`config.mk`:
```
export PLATFORM = sky130hd
export DESIGN_NAME = uart_rx_working
export DESIGN_NICKNAME = d
export VERILOG_FILES = /design/src/rtl/uart_rx_working.sv
export SDC_FILE = /design/constraint.sdc
export NUM_CORES = 1
export LEC_CHECK = 0
export ABC_AREA = 1
export CORE_MARGIN = 2
export CORE_UTILIZATION = 40
export CTS_CLUSTER_SIZE = 25
export DETAILED_ROUTE_END_ITERATION = 10
export GPL_ROUTABILITY_DRIVEN = 0
export PLACE_DENSITY = 0.57
export REMOVE_ABC_BUFFERS = 1
export SETUP_SLACK_MARGIN = 0.1
export SKIP_LAST_GASP = 1
export SYNTH_ARGS = -nofsm -noshare
export SYNTH_HDL_FRONTEND = slang
export SYNTH_SLANG_ARGS = --single-unit
```
`constraint.sdc`:
```
create_clock -name clk -period 2.4 [get_ports clk]
set_input_delay 0.48 -clock clk [delete_from_list [all_inputs] [get_ports clk]]
set_output_delay 0.48 -clock clk [all_outputs]
set_load 0.005 [all_outputs]
```
`src/rtl/uart_rx_working.sv`:
```
// 8N1 UART receiver: 2-flop synchronised line, mid-bit sampling at a fixed
// clock divide, one-cycle valid / frame_err strobes.
module uart_rx_working #(
  parameter int CLKS_PER_BIT = 10
) (
  input  logic       clk,
  input  logic       rst,
  input  logic       rx,
  output logic [7:0] data_out,
  output logic       valid,
  output logic       frame_err,
  output logic       busy,
  output logic [1:0] state_dbg
);

  localparam int CW   = $clog2(CLKS_PER_BIT);
  localparam int HALF = (CLKS_PER_BIT - 1) / 2;
  localparam logic [CW-1:0] CNT_HALF = CW'(HALF);
  localparam logic [CW-1:0] CNT_LAST = CW'(CLKS_PER_BIT - 1);

  typedef enum logic [1:0] {
    IDLE  = 2'd0,
    START = 2'd1,
    DATA  = 2'd2,
    STOP  = 2'd3
  } state_t;

  state_t        state;
  logic          rx_m;
  logic          rx_s;
  logic          rx_p;
  logic [CW-1:0] cnt;
  logic [2:0]    bit_idx;
  logic [7:0]    shift_reg;

  // Synchroniser plus one history flop for falling-edge detection; all idle high.
  always_ff @(posedge clk) begin
    if (rst) begin
      rx_m <= 1'b1;
      rx_s <= 1'b1;
      rx_p <= 1'b1;
    end else begin
      rx_m <= rx;
      rx_s <= rx_m;
      rx_p <= rx_s;
    end
  end

  always_ff @(posedge clk) begin
    if (rst) begin
      state     <= IDLE;
      cnt       <= '0;
      bit_idx   <= '0;
      shift_reg <= '0;
      data_out  <= '0;
      valid     <= 1'b0;
      frame_err <= 1'b0;
    end else begin
      valid     <= 1'b0;
      frame_err <= 1'b0;
      case (state)
        IDLE: begin
          // Only a genuine 1->0 transition starts a frame; a held-low line does not.
          if (rx_p && !rx_s) begin
            state <= START;
            cnt   <= '0;
          end
        end
        START: begin
          if (cnt == CNT_HALF) begin
            cnt <= '0;
            if (!rx_s) begin
              state   <= DATA;
              bit_idx <= '0;
            end else begin
              state <= IDLE;
            end
          end else begin
            cnt <= cnt + 1'b1;
          end
        end
        DATA: begin
          if (cnt == CNT_LAST) begin
            cnt                <= '0;
            shift_reg[bit_idx] <= rx_s;
            bit_idx            <= bit_idx + 3'd1;
            if (bit_idx == 3'd7) state <= STOP;
          end else begin
            cnt <= cnt + 1'b1;
          end
        end
        STOP: begin
          // Leaving at mid-stop-bit lets a back-to-back start edge be seen.
          if (cnt == CNT_LAST) begin
            cnt   <= '0;
            state <= IDLE;
            if (rx_s) begin
              data_out <= shift_reg;
              valid    <= 1'b1;
            end else begin
              frame_err <= 1'b1;
            end
          end else begin
            cnt <= cnt + 1'b1;
          end
        end
        default: state <= IDLE;
      endcase
    end
  end

  assign busy      = (state != IDLE);
  assign state_dbg = state;

endmodule

```
### Word-level counts from Yosys, hierarchy flattened

Cells that the tools add are included.

| storage, ports and cells | value |
|---|---|
| register bits | 30 |
| input port bits | 3 |
| logic and storage cells | 60 |

| cells by class | value |
|---|---|
| add/subtract/negate cells | 2 |
| $lt $le $gt $ge | 2 |
| eq/ne operators | 12 |
| mux-type cells | 20 |
| bitwise logic cells | 2 |
| reduce and logical (&&, ||, !) cells | 12 |

Operators with widths:

| cell | count |
|---|---|
| $mux W2 | 6 |
| $mux W4 | 3 |
| $ne A2 B2 Y1 const B | 6 |
| $pmux W4 S3 | 1 |
| $mux W3 | 3 |
| $bwmux W8 | 1 |
| $pmux W2 S4 | 1 |
| $pmux W3 S2 | 1 |
| $reduce_and A5 Y1 | 1 |
| $add A4 B1 Y4 const B | 1 |
| $eq A2 B2 Y1 const B | 2 |
| $eq A4 B3 Y1 const B | 1 |
| $eq A4 B4 Y1 const B | 1 |
| $lt A3 B4 Y1 const B | 1 |
| $reduce_and A4 Y1 | 1 |
| $reduce_bool A2 Y1 | 2 |
| $add A3 B1 Y3 const B | 1 |
| $demux W1 S3 | 1 |
| $eq A3 B3 Y1 const B | 1 |
| $ge A3 B1 Y1 const B | 1 |
| $mux W1 | 3 |
| $reduce_and A3 Y1 | 1 |
| $reduce_or A3 Y1 | 1 |
| $eq A2 B1 Y1 const B | 1 |
| 6 further kinds | 8 |

### Logic depth before layout (Yosys ltp)

Gate-level depths: netlist of run 1.

| depth | value |
|---|---|
| word-level depth | 5 |
| depth in mapped cells | 9 |
| depth with buffers taken out | 9 |

### Worst setup path before layout of run 1

No wires, ideal clock.

| timing | value |
|---|---|
| kind | reg2reg |
| start point | reg cnt[0] |
| end point | reg data_out[1] |
| library setup time | 0.066 ns |
| arrival time | 1.232 ns |
| data required time | 2.334 ns |
| path slack | 1.102 ns |
| stages on the path, launching flop included | 9 |
| period minus slack after synthesis | 1.298 ns |
| path through | dfxtp_1 ha_1 nand2_1 nor2_4 nand3_4 clkinv_2 buf_6 o21ai_2 a21oi_2 |

| between the ends | value |
|---|---|
| cells in the longest elaborated chain, start to end | 2 |

RTL lines:

| what | line | source |
|---|---|---|
| start: declaration | 32 | `logic [CW-1:0] cnt;` |
| start signal: assignment | 79 | `cnt <= cnt + 1'b1;` |
| start signal: assignment | 89 | `cnt <= cnt + 1'b1;` |
| start signal: assignment | 104 | `cnt <= cnt + 1'b1;` |
| $eq A4 B4 Y1 | 94 | `if (cnt == CNT_LAST) begin` |
| $reduce_and A3 Y1 (no source line) | -- |  |
| end signal: assignment | 98 | `data_out <= shift_reg;` |
| end: declaration | 9 | `output logic [7:0] data_out,` |

No other way between the ends.
A chain may end at the register's enable or synchronous reset.

==> Implementation_results.wiki, run 1 <==
{| class="wikitable"
! Metric !! Value
|-
| Number of cells traversed by the worst register-to-register path || 7
|-
| Total global routing overflow || 0
|-
| Hold depth || 1
|-
| Number of DRC markers after the initial detailed-route iteration || 35
|-
| Overall track demand over capacity in global routing || between 10% and 20%
|-
| Horizontal die dimension || 63.0 um
|-
| Total Neg Setup Slack || 0 ns
|-
| Number of vias in the routed layout || 1112
|-
| Final Setup Violations || 0
|-
| TritonCTS clock tree || yes
|-
| Number of synthesized register bits || 30
|-
| First-pass GRT wire length || 4590 um
|-
| Rows || 21
|-
| Worst hold slack || about 0.42 ns
|-
| Placed instance count || 237
|-
| Total power consumption of the routed design || 940 uW
|-
| Number of hold violations in the final report || 0
|-
| Worst vdd ir || 0.000288 V
|-
| Final critical delay including setup and external delays || 2.01 ns
|-
| Reported max-cap violation count || 0
|-
| Port-buffer cells || 15
|-
| Post-synthesis cell type count || 25
|-
| Sequential cell area fraction in the yosys report || 43.2%
|-
| Total of hold buffers inserted after clock tree synthesis || 0
|-
| Synth warnings || 0
|-
| Cells traversed along the worst timing path || nor2_1, inv_1, clkdlybuf4s50_1
|-
| Worst hold path startpoint || rx_m
|-
| Post-synthesis area per instance || 7.73 um2
|-
| Sum of net half-perimeters after detailed placement || 1860 um
|-
| Clock sinks || 30
|-
| Setup repair after global routing missed its margin || no
|-
| Power Dens Cells || 575 nW/um2
|-
| Synthesized instance count || 180
|-
| Flop2flop setup slack || 0.87 ns
|-
| Largest net degree at the start of global routing || 19
|-
| Chip height || 63.0 um
|-
| Post-CTS setup-driven buffer insertion count || 0
|-
| Effective utilization at floorplan || 41.7%
|-
| Tightest Pin Transition || 0.501 ns
|-
| Final std cells w/o fill || approximately 250
|-
| Slew HR || roughly two thirds
|-
| Ratio of final minimum period to clock period || 83.6%
|-
| Latest clock arrival within the worst-skew pair || 0.33 ns
|-
| Category of the worst setup path capture point || output port
|-
| Critical path class || register to output port
|-
| Worst path slowest cell || sky130_fd_sc_hd__dfxtp_1
|-
| DRC violations left || 0
|-
| Initial antenna violation count || 0
|-
| Setup Skew || around 0.0059 ns
|-
| Reg-to-reg critical path startpoint || cnt[0]
|-
| P_leak || 0.648 nW
|-
| Maximum achievable frequency || 0.498 GHz
|-
| Post-Synthesis Cell Area || 1390 um2
|-
| Total count of max-transition violations in the final report || 0
|-
| Number of instances resized during post-cts repair || 0
|-
| Area enclosed by the die boundary || 3970 um2
|-
| Count of TritonRoute iterations in the first routing pass || 4
|-
| Status || finished, final reports clean
|-
| Type of the worst min-delay path || register to register
|-
| Clock transition time at the flip-flop clock pins of the worst setup and hold paths || 0.09 ns
|-
| Critical Path RT || 1.92 ns
|-
| Worst path max stage delay || 0.51 ns
|-
| N_diodes || 0
|-
| I/O pin count || 16
|-
| Via density per instance || 4.54
|-
| # H-tree levels || 2
|-
| Clock Tree Buf Depth || 2
|-
| Growth of design area from synthesis to finish || 17.4%
|-
| Clk root buf || sky130_fd_sc_hd__clkbuf_4
|-
| Total wirelength of the detailed-routed design || 2570 um
|-
| Data arrival time of the critical path || around 1.5 ns
|-
| Post-DRT Antenna Nets || 0
|-
| Routed length per instance || between 10 and 15 um
|-
| Worst Path Max Fanout || 9
|-
| Worst-case hold path end point || rx_s
|-
| Share of final-layout standard cells stronger than drive strength 1 || 17.6%
|-
| End of the worst register-to-register path || data_out[4]
|-
| Total CTS buffers || 5
|-
| Post-layout net count || 206
|-
| Std-Cell Core Area || 3340 um2
|-
| Critical Path Source Type || register
|-
| Via count of the first global-routing pass || 1039
|}
-- synthesized netlist by cell type, drive strengths merged --
cell | count | area share, %
buf | 4 | 2.3
nand2 | 32 | 9.4
ha | 5 | 4.5
or2 | 2 | 0.90
nor3 | 5 | 1.8
nand3 | 9 | 4.5
clkinv | 1 | 0.36
nor2 | 25 | 8.0
a21oi | 17 | 7.7
nand4 | 2 | 0.90
inv | 26 | 7.0
o21ai | 19 | 7.9
clkbuf | 1 | 0.27
dfxtp | 30 | 43
xor2 | 2 | 1.3
-- power breakdown --
group	internal (mW)	switching, mW
registers	0.507	0.0144
logic	0.0405	0.0575
clock network	0.141	0.181
-- cells by family (layout without fill, tap and decap cells) --
logic type / Yosys count / count (layout) / share of synthesized area, %
simple gates: 75 / 75 / 25.4
compound gates: 36 / 36 / 15.6
xor+xnor: 2 / 2 / 1.26
buf+inv: 32 / 51 / 9.98
fa+ha+maj: 5 / 5 / 4.50
flops: 30 / 30 / 43.2
-- critical path, delay by kind of cell, from the launching register on --
kind	cells	cell delay, ns
flops	1	0.51
simple gates	1	0.11
buf+inv	2	0.58
-- cell usage in the layout, fill, tap and decap left out, drive strengths merged, types with 5 or more instances in the layout --
master          n
clkdlybuf4s50  15
nor2           25
dfxtp          30
o21ai          19
nand3           9
a21oi          17
nand2          32
clkbuf          6
nor3            5
inv            26
ha              5
-- final cells by class --
cell class / count / area, um2
tap: 46 / 57.6
fill: 341 / 1700
inverter: 27 / 103
clock buffer: 6 / 51.3
sequential: 30 / 601
clock inverter: 2 / 12.5
timing repair buffer: 16 / 158
multi-input combinational: 118 / 652
-- through the flow --
| stage | instance area (um2) | setup slack (ns) | utilization (%) |
|---|---|---|---|
| after floorplan | 1360 | 1.09 | - |
| after global placement | 1570 | 0.751 | 47.1 |
| after detailed placement | 1570 | 0.680 | 47.1 |
| after CTS | 1630 | 0.385 | 49.0 |
| after global routing | 1630 | 0.290 | 49.0 |
| final | 1630 | 0.393 | 49.0 |
-- worst max path at each step --
stage | start | to | cells after the start
global route | register | busy | 3
finish | register | busy | 3
CTS | register | busy | 3
global placement | register | busy | 3
detailed placement | rst | shift_reg[6] | 4
floorplan | cnt[0] | data_out[4] | 7
-- routing by layer --
layer	track usage, %	up-vias	routed length, um
li1	-	609	-
met1	19.6	480	1350
met2	22.1	16	1080
met3	4.50	7	95
met4	6.67	0	49
met5	0	-	0
Power figures use the tool's default switching activity.
==> run 2: changes to the inputs <==
--- a/config.mk
+++ b/config.mk
@@ -11,7 +11,7 @@
 export CTS_CLUSTER_SIZE = 25
 export DETAILED_ROUTE_END_ITERATION = 10
 export GPL_ROUTABILITY_DRIVEN = 0
-export PLACE_DENSITY = 0.57
+export PLACE_DENSITY = 0.59
 export REMOVE_ABC_BUFFERS = 1
 export SETUP_SLACK_MARGIN = 0.1
 export SKIP_LAST_GASP = 1
==> constraint.sdc (replaced) <==
create_clock -name clk -period 1.6 [get_ports clk]
set_input_delay 0.32 -clock clk [delete_from_list [all_inputs] [get_ports clk]]
set_output_delay 0.32 -clock clk [all_outputs]
set_load 0.005 [all_outputs]
==> run 2 against run 1 <==
  * Core utilization grew 3.4 points
  * First-iteration DRC count down 23%
  * Count of clock-buffer cells in the layout down 1
  * Via count grew 6.0%
  * Register-to-register slack lost 0.65 ns
  * Routed wire length rose by 8.6%
  * Critical endpoint is now frame_err
  * Largest power group unchanged
  * Highest routed layer unchanged
==> Implementation_results.wiki, run 2 (synthesis results as in run 1) <==
{| class="wikitable"
! Metric !! Value
|-
| Rows || 21 (unchanged)
|-
| Filler instances || 344 (was 341)
|-
| Setup repair after global routing missed its margin || no (unchanged)
|-
| TritonCTS clock tree || yes (unchanged)
|-
| Port-buffer cells || 15 (unchanged)
|-
| Growth of design area from synthesis to finish || 25.7% (was 17.4%)
|-
| Critical Path Source Type || register (unchanged)
|-
| Number of DRC markers after the initial detailed-route iteration || 27 (was 35)
|-
| First-pass GRT wire length || 4750 um (was 4590 um)
|-
| Setup Skew || 0.00701 ns (was 0.00593 ns)
|-
| Tightest Pin Transition || 0.332 ns (was 0.501 ns)
|-
| Flop2flop setup slack || 0.22 ns (was 0.87 ns)
|-
| Std-Cell Core Area || 3340 um2 (unchanged)
|-
| Reg-to-reg critical path startpoint || cnt[1] (was cnt[0])
|-
| Clock sinks || 30 (unchanged)
|-
| Count of TritonRoute iterations in the first routing pass || 4 (unchanged)
|-
| Latest clock arrival within the worst-skew pair || 0.32 ns (was 0.33 ns)
|-
| DRC violations left || 0 (unchanged)
|-
| Total cell area at the placement stage || 1600 um2 (was 1570 um2)
|-
| Worst path max stage delay || 0.49 ns (was 0.51 ns)
|-
| End-of-flow core utilization || 52.4% (was 49.0%)
|-
| Data arrival time of the critical path || 1.12 ns (was 1.53 ns)
|-
| Horizontal die dimension || 63.0 um (unchanged)
|-
| Via count of the first global-routing pass || 1078 (was 1039)
|-
| Via density per instance || 4.64 (was 4.54)
|-
| Worst hold slack || 0.422 ns (was 0.416 ns)
|-
| Critical Path RT || 1.28 ns (was 1.92 ns)
|-
| Worst path slowest cell || sky130_fd_sc_hd__clkdlybuf4s50_1 (was sky130_fd_sc_hd__dfxtp_1)
|-
| P_leak || 0.855 nW (was 0.648 nW)
|-
| # H-tree levels || 2 (unchanged)
|-
| Effective utilization at floorplan || 41.7% (unchanged)
|-
| Placed instance count || 241 (was 237)
|-
| Critical path class || register to output port (unchanged)
|-
| Power Dens Cells || 775 nW/um2 (was 575 nW/um2)
|-
| Routed length per instance || 11.0 um (was 10.5 um)
|-
| Slew HR || 77.7% (was 66.6%)
|-
| Total count of max-transition violations in the final report || 0 (unchanged)
|-
| Largest net degree at the start of global routing || 16 (was 19)
|-
| Type of the worst min-delay path || register to register (unchanged)
|-
| Number of hold violations in the final report || 0 (unchanged)
|-
| Total wirelength of the detailed-routed design || 2790 um (was 2570 um)
|-
| Ratio of final minimum period to clock period || 89.9%
|-
| Category of the worst setup path capture point || output port (unchanged)
|-
| Final critical delay including setup and external delays || 1.44 ns
|-
| N_diodes || 0 (unchanged)
|-
| Area enclosed by the die boundary || 3970 um2 (unchanged)
|-
| Final std cells w/o fill || 254 (was 245)
|-
| Crit. Startpoint || frame_err
|-
| Worst vdd ir || 0.000384 V (was 0.000288 V)
|-
| Top library cells by usage in the layout, fill and taps aside || 27 x sky130_fd_sc_hd__nand2_1, 21 x sky130_fd_sc_hd__inv_1, 19 x sky130_fd_sc_hd__nor2_1 (was 30 x sky130_fd_sc_hd__dfxtp_1, 28 x sky130_fd_sc_hd__nand2_1, 22 x sky130_fd_sc_hd__inv_1, 22 x sky130_fd_sc_hd__nor2_1, 15 x sky130_fd_sc_hd__clkdlybuf4s50_1)
|-
| Status || finished, final reports clean (unchanged)
|-
| Overall track demand over capacity in global routing || 15.5% (was 14.8%)
|-
| Clk root buf || sky130_fd_sc_hd__clkbuf_4 (unchanged)
|-
| Last element of the critical path || frame_err (was busy)
|-
| Pre-CTS setup slack || 0.135 ns (was 0.680 ns)
|-
| Post-DRT Antenna Nets || 0 (unchanged)
|-
| Number of vias in the routed layout || 1179 (was 1112)
|-
| Initial antenna violation count || 0 (unchanged)
|-
| Worst Path Max Fanout || 1 (was 9)
|-
| Total CTS buffers || 5 (unchanged)
|-
| Buf/Inv on CP || 1 (was 2)
|-
| End of the worst register-to-register path || cnt[1] (was data_out[4])
|-
| Share of final-layout standard cells stronger than drive strength 1 || 30.3% (was 17.6%)
|-
| Total global routing overflow || 0 (unchanged)
|-
| Chip height || 63.0 um (unchanged)
|-
| Final Setup Violations || 0 (unchanged)
|-
| Most common library cell in the layout ignoring fill and taps || sky130_fd_sc_hd__nand2_1 (was sky130_fd_sc_hd__dfxtp_1)
|-
| Total of hold buffers inserted after clock tree synthesis || 0 (unchanged)
|-
| Clock Tree Buf Depth || 2 (unchanged)
|-
| Kind of cell adding the most delay to the critical path || buffers and inverters (unchanged)
|-
| Sum of net half-perimeters after detailed placement || 1990 um (was 1860 um)
|-
| Final std cell area, no fill || 1750 um2 (was 1630 um2)
|-
| Setup WS post-layout || 0.162 ns (was 0.393 ns)
|-
| Total Neg Setup Slack || 0 ns (unchanged)
|-
| Total power consumption of the routed design || 1.35 mW (was 940 uW)
|-
| Post-layout net count || 216 (was 206)
|-
| Clock transition time at the flip-flop clock pins of the worst setup and hold paths || 0.09 ns (about the same)
|-
| Number of cells on the critical path || 1 (was 3)
|-
| I/O pin count || 16 (unchanged)
|-
| Maximum achievable frequency || ~0.7 GHz
|-
| Cells traversed along the worst timing path || clkdlybuf4s50_1 (was nor2_1, inv_1, clkdlybuf4s50_1)
|-
| Reported max-cap violation count || 0 (unchanged)
|-
| Number of cells traversed by the worst register-to-register path || 10 (was 7)
|}
run 2: layout make-up:
type / instances / area (um2) / area share (%)
timing repair inverter: 1 / 6.26 / 0.358
multi-input combinational: 118 / 672 / 38.4
clock inverter: 2 / 10.0 / 0.572
timing repair buffer: 25 / 238 / 13.6
clock buffer: 5 / 37.5 / 2.15
tap: 46 / 57.6 / 3.29
inverter: 27 / 109 / 6.22
sequential: 30 / 619 / 35.4
run 2: worst min path at each step:
stage / start / endpoint / slack [ns] / cells past startpoint
final: rx_m / rx_s / 0.42 / 1
after global routing: rx_m / rx_s / 0.45 / 1
after CTS: rx_m / rx_s / 0.43 / 1
after detailed placement: rx_m / rx_s / 0.40 / 1
after global placement: rx_m / rx_s / 0.40 / 1
after floorplan: rst / register / 0.38 / 1
run 2: where the power goes:
group / switching [mW] / leakage [nW] / internal, mW
combinational: 0.0995 / 0.575 / 0.0681
clock: 0.250 / 0.0308 / 0.158
sequential: 0.0167 / 0.249 / 0.763
total: 0.366 / 0.855 / 0.989
run 2: routing by layer:
metal | share of wire, % | global-route usage (%) | up-vias
met4 | 1.6 | 5.83 | 0
met5 | 0 | 0 | -
met1 | 49 | 19.3 | 528
met2 | 46 | 24.5 | 18
met3 | 3.8 | 5.59 | 5
li1 | - | - | 628
run 2: what timing repair did:
action | in CTS | in global routing
pin swaps | 0 | 2
buffers inserted | 3 | 2
endpoints found under the setup margin | 8 | 24
gates cloned | 0 | 1
resized for setup | 13 | 24
==> run 3: changes to the inputs <==
--- a/config.mk
+++ b/config.mk
@@ -14,6 +14,7 @@
 export PLACE_DENSITY = 0.59
 export REMOVE_ABC_BUFFERS = 1
 export SETUP_SLACK_MARGIN = 0.1
+export SKIP_CTS_REPAIR_TIMING = 1
 export SKIP_LAST_GASP = 1
 export SYNTH_ARGS = -nofsm -noshare
 export SYNTH_HDL_FRONTEND = slang
==> run 3 against run 2 <==
  * Largest cell class unchanged
  * Routed wire length is 1.3% higher
  * First-iteration DRC count is 48% higher
  * Final cell count stayed put
  * Via count is 1.2% lower
  * Register-to-register slack worse by 0.03 ns
  * Highest routed layer unchanged
  * Count of clock-buffer cells in the layout stayed put
==> Implementation_results.wiki, run 3 (synthesis results as in run 1) <==
{| class="wikitable"
! Metric !! Value
|-
| Status || finished, final reports clean (unchanged)
|-
| Sum of net half-perimeters after detailed placement || 1990 um (unchanged)
|-
| Top library cells by usage in the layout, fill and taps aside || 27 x sky130_fd_sc_hd__nand2_1, 21 x sky130_fd_sc_hd__inv_1, 19 x sky130_fd_sc_hd__nor2_1 (unchanged)
|-
| Total Neg Setup Slack || 0 ns (unchanged)
|-
| Initial antenna violation count || 0 (unchanged)
|-
| Chip height || 63.0 um (unchanged)
|-
| # H-tree levels || 2 (unchanged)
|-
| Port-buffer cells || 15 (unchanged)
|-
| Total CTS buffers || 5 (unchanged)
|-
| Count of TritonRoute iterations in the first routing pass || 6 (was 4)
|-
| Worst path slowest cell || sky130_fd_sc_hd__clkdlybuf4s50_1 (unchanged)
|-
| Worst hold slack || 0.422 ns (about the same)
|-
| Most common library cell in the layout ignoring fill and taps || sky130_fd_sc_hd__nand2_1 (unchanged)
|-
| Setup repair after global routing missed its margin || yes (was no)
|-
| Tightest Pin Transition || 0.318 ns (was 0.332 ns)
|-
| Clock Tree Buf Depth || 2 (unchanged)
|-
| TritonCTS clock tree || yes (unchanged)
|-
| Maximum achievable frequency || 0.695 GHz (about the same)
|-
| Power Dens Cells || 778 nW/um2 (was 775 nW/um2)
|-
| Slew HR || 78.6% (was 77.7%)
|-
| Reported max-cap violation count || 0 (unchanged)
|-
| DRC violations left || 0 (unchanged)
|-
| Share of final-layout standard cells stronger than drive strength 1 || 30.3% (unchanged)
|-
| Setup WS post-layout || 0.160 ns (was 0.162 ns)
|-
| Latest clock arrival within the worst-skew pair || 0.32 ns (about the same)
|-
| Total count of max-transition violations in the final report || 0 (unchanged)
|-
| Buf/Inv on CP || 1 (unchanged)
|-
| First-pass GRT wire length || 4670 um (was 4750 um)
|-
| Ratio of final minimum period to clock period || 90.0% (was 89.9%)
|-
| Std-Cell Core Area || 3340 um2 (unchanged)
|-
| Rows || 21 (unchanged)
|-
| Final std cell area, no fill || 1760 um2 (was 1750 um2)
|-
| Type of the worst min-delay path || register to register (unchanged)
|-
| N_diodes || 0 (unchanged)
|-
| End-of-flow core utilization || 52.6% (was 52.4%)
|-
| Routed length per instance || 11.1 um (was 11.0 um)
|-
| Clock transition time at the flip-flop clock pins of the worst setup and hold paths || 0.09 ns (about the same)
|-
| Final Setup Violations || 0 (unchanged)
|-
| Area enclosed by the die boundary || 3970 um2 (unchanged)
|-
| Clk root buf || sky130_fd_sc_hd__clkbuf_4 (unchanged)
|-
| Number of DRC markers after the initial detailed-route iteration || 40 (was 27)
|-
| Largest net degree at the start of global routing || 16 (unchanged)
|-
| Growth of design area from synthesis to finish || 26.3% (was 25.7%)
|-
| Category of the worst setup path capture point || output port (unchanged)
|-
| Number of hold violations in the final report || 0 (unchanged)
|-
| Effective utilization at floorplan || 41.7% (unchanged)
|-
| Kind of cell adding the most delay to the critical path || buffers and inverters (unchanged)
|-
| Clock sinks || 30 (unchanged)
|-
| Worst path max stage delay || 0.49 ns (about the same)
|-
| I/O pin count || 16 (unchanged)
|-
| Total wirelength of the detailed-routed design || 2830 um (was 2790 um)
|-
| Number of vias in the routed layout || 1165 (was 1179)
|-
| Horizontal die dimension || 63.0 um (unchanged)
|-
| Total cell area at the placement stage || 1600 um2 (unchanged)
|-
| P_leak || 0.905 nW (was 0.855 nW)
|-
| Critical Path Source Type || register (unchanged)
|-
| Post-layout net count || 216 (unchanged)
|-
| Final critical delay including setup and external delays || 1.44 ns (about the same)
|-
| Worst Path Max Fanout || 1 (unchanged)
|-
| Overall track demand over capacity in global routing || 15.3% (was 15.5%)
|-
| Critical Path RT || 1.28 ns (about the same)
|-
| Worst vdd ir || 0.000403 V (was 0.000384 V)
|-
| Setup Skew || 0.00903 ns (was 0.00701 ns)
|-
| Data arrival time of the critical path || 1.12 ns (about the same)
|-
| Via count of the first global-routing pass || 1053 (was 1078)
|-
| Via density per instance || 4.59 (was 4.64)
|-
| Post-DRT Antenna Nets || 0 (unchanged)
|-
| Pre-CTS setup slack || 0.135 ns (unchanged)
|-
| Critical path class || register to output port (unchanged)
|-
| Cells traversed along the worst timing path || clkdlybuf4s50_1 (unchanged)
|-
| Filler instances || 335 (was 344)
|-
| Total global routing overflow || 0 (unchanged)
|}
run 3: cell types whose count changed in the layout (fill, tap and decap cells not counted), sizes merged:
cell	delta
dlygate4sd2	-4
dlymetal6s2s	+4
run 3: metrics by stage:
step                      cells  total power [mW]
after floorplan             175             0.891
after global placement      241             0.948
after detailed placement    241             0.954
after CTS                   248              1.37
after global routing        254              1.45
final                       254              1.37
run 3: final cells by class:
type,instances,area [um2],share of cell area (%)
sequential,30,619,35.3
clock inverter,2,10.0,0.570
tap,46,57.6,3.28
timing repair inverter,1,6.26,0.356
clock buffer,5,37.5,2.14
inverter,27,109,6.20
timing repair buffer,25,253,14.4
multi-input combinational,118,664,37.8
run 3: layer usage:
layer	share of wire [%]	GRT usage (%)	vias to the layer above	routed length, um
met5	0	0	-	0
met3	3.5	5.59	5	98
met1	49	19.2	519	1380
met2	46	23.8	14	1300
li1	-	-	627	-
met4	1.7	5.83	0	49
run 3: worst paths after layout:
check / from / endpoint / slack (ns) / depth (start not counted)
setup / recovery: frame_err / frame_err / 0.16 / 1
hold / removal: rx_m / rx_s / 0.42 / 1
setup reg to reg: cnt[1] / data_out[7] / 0.19 / 8
hold reg to reg: rx_m / rx_s / 0.42 / 1
run 3: power by group:
group          switching (mW)  total [mW]  internal [mW]
sequential             0.0145       0.778          0.763
clock                   0.253       0.411          0.158
combinational           0.103       0.178         0.0755
total                   0.370        1.37          0.996
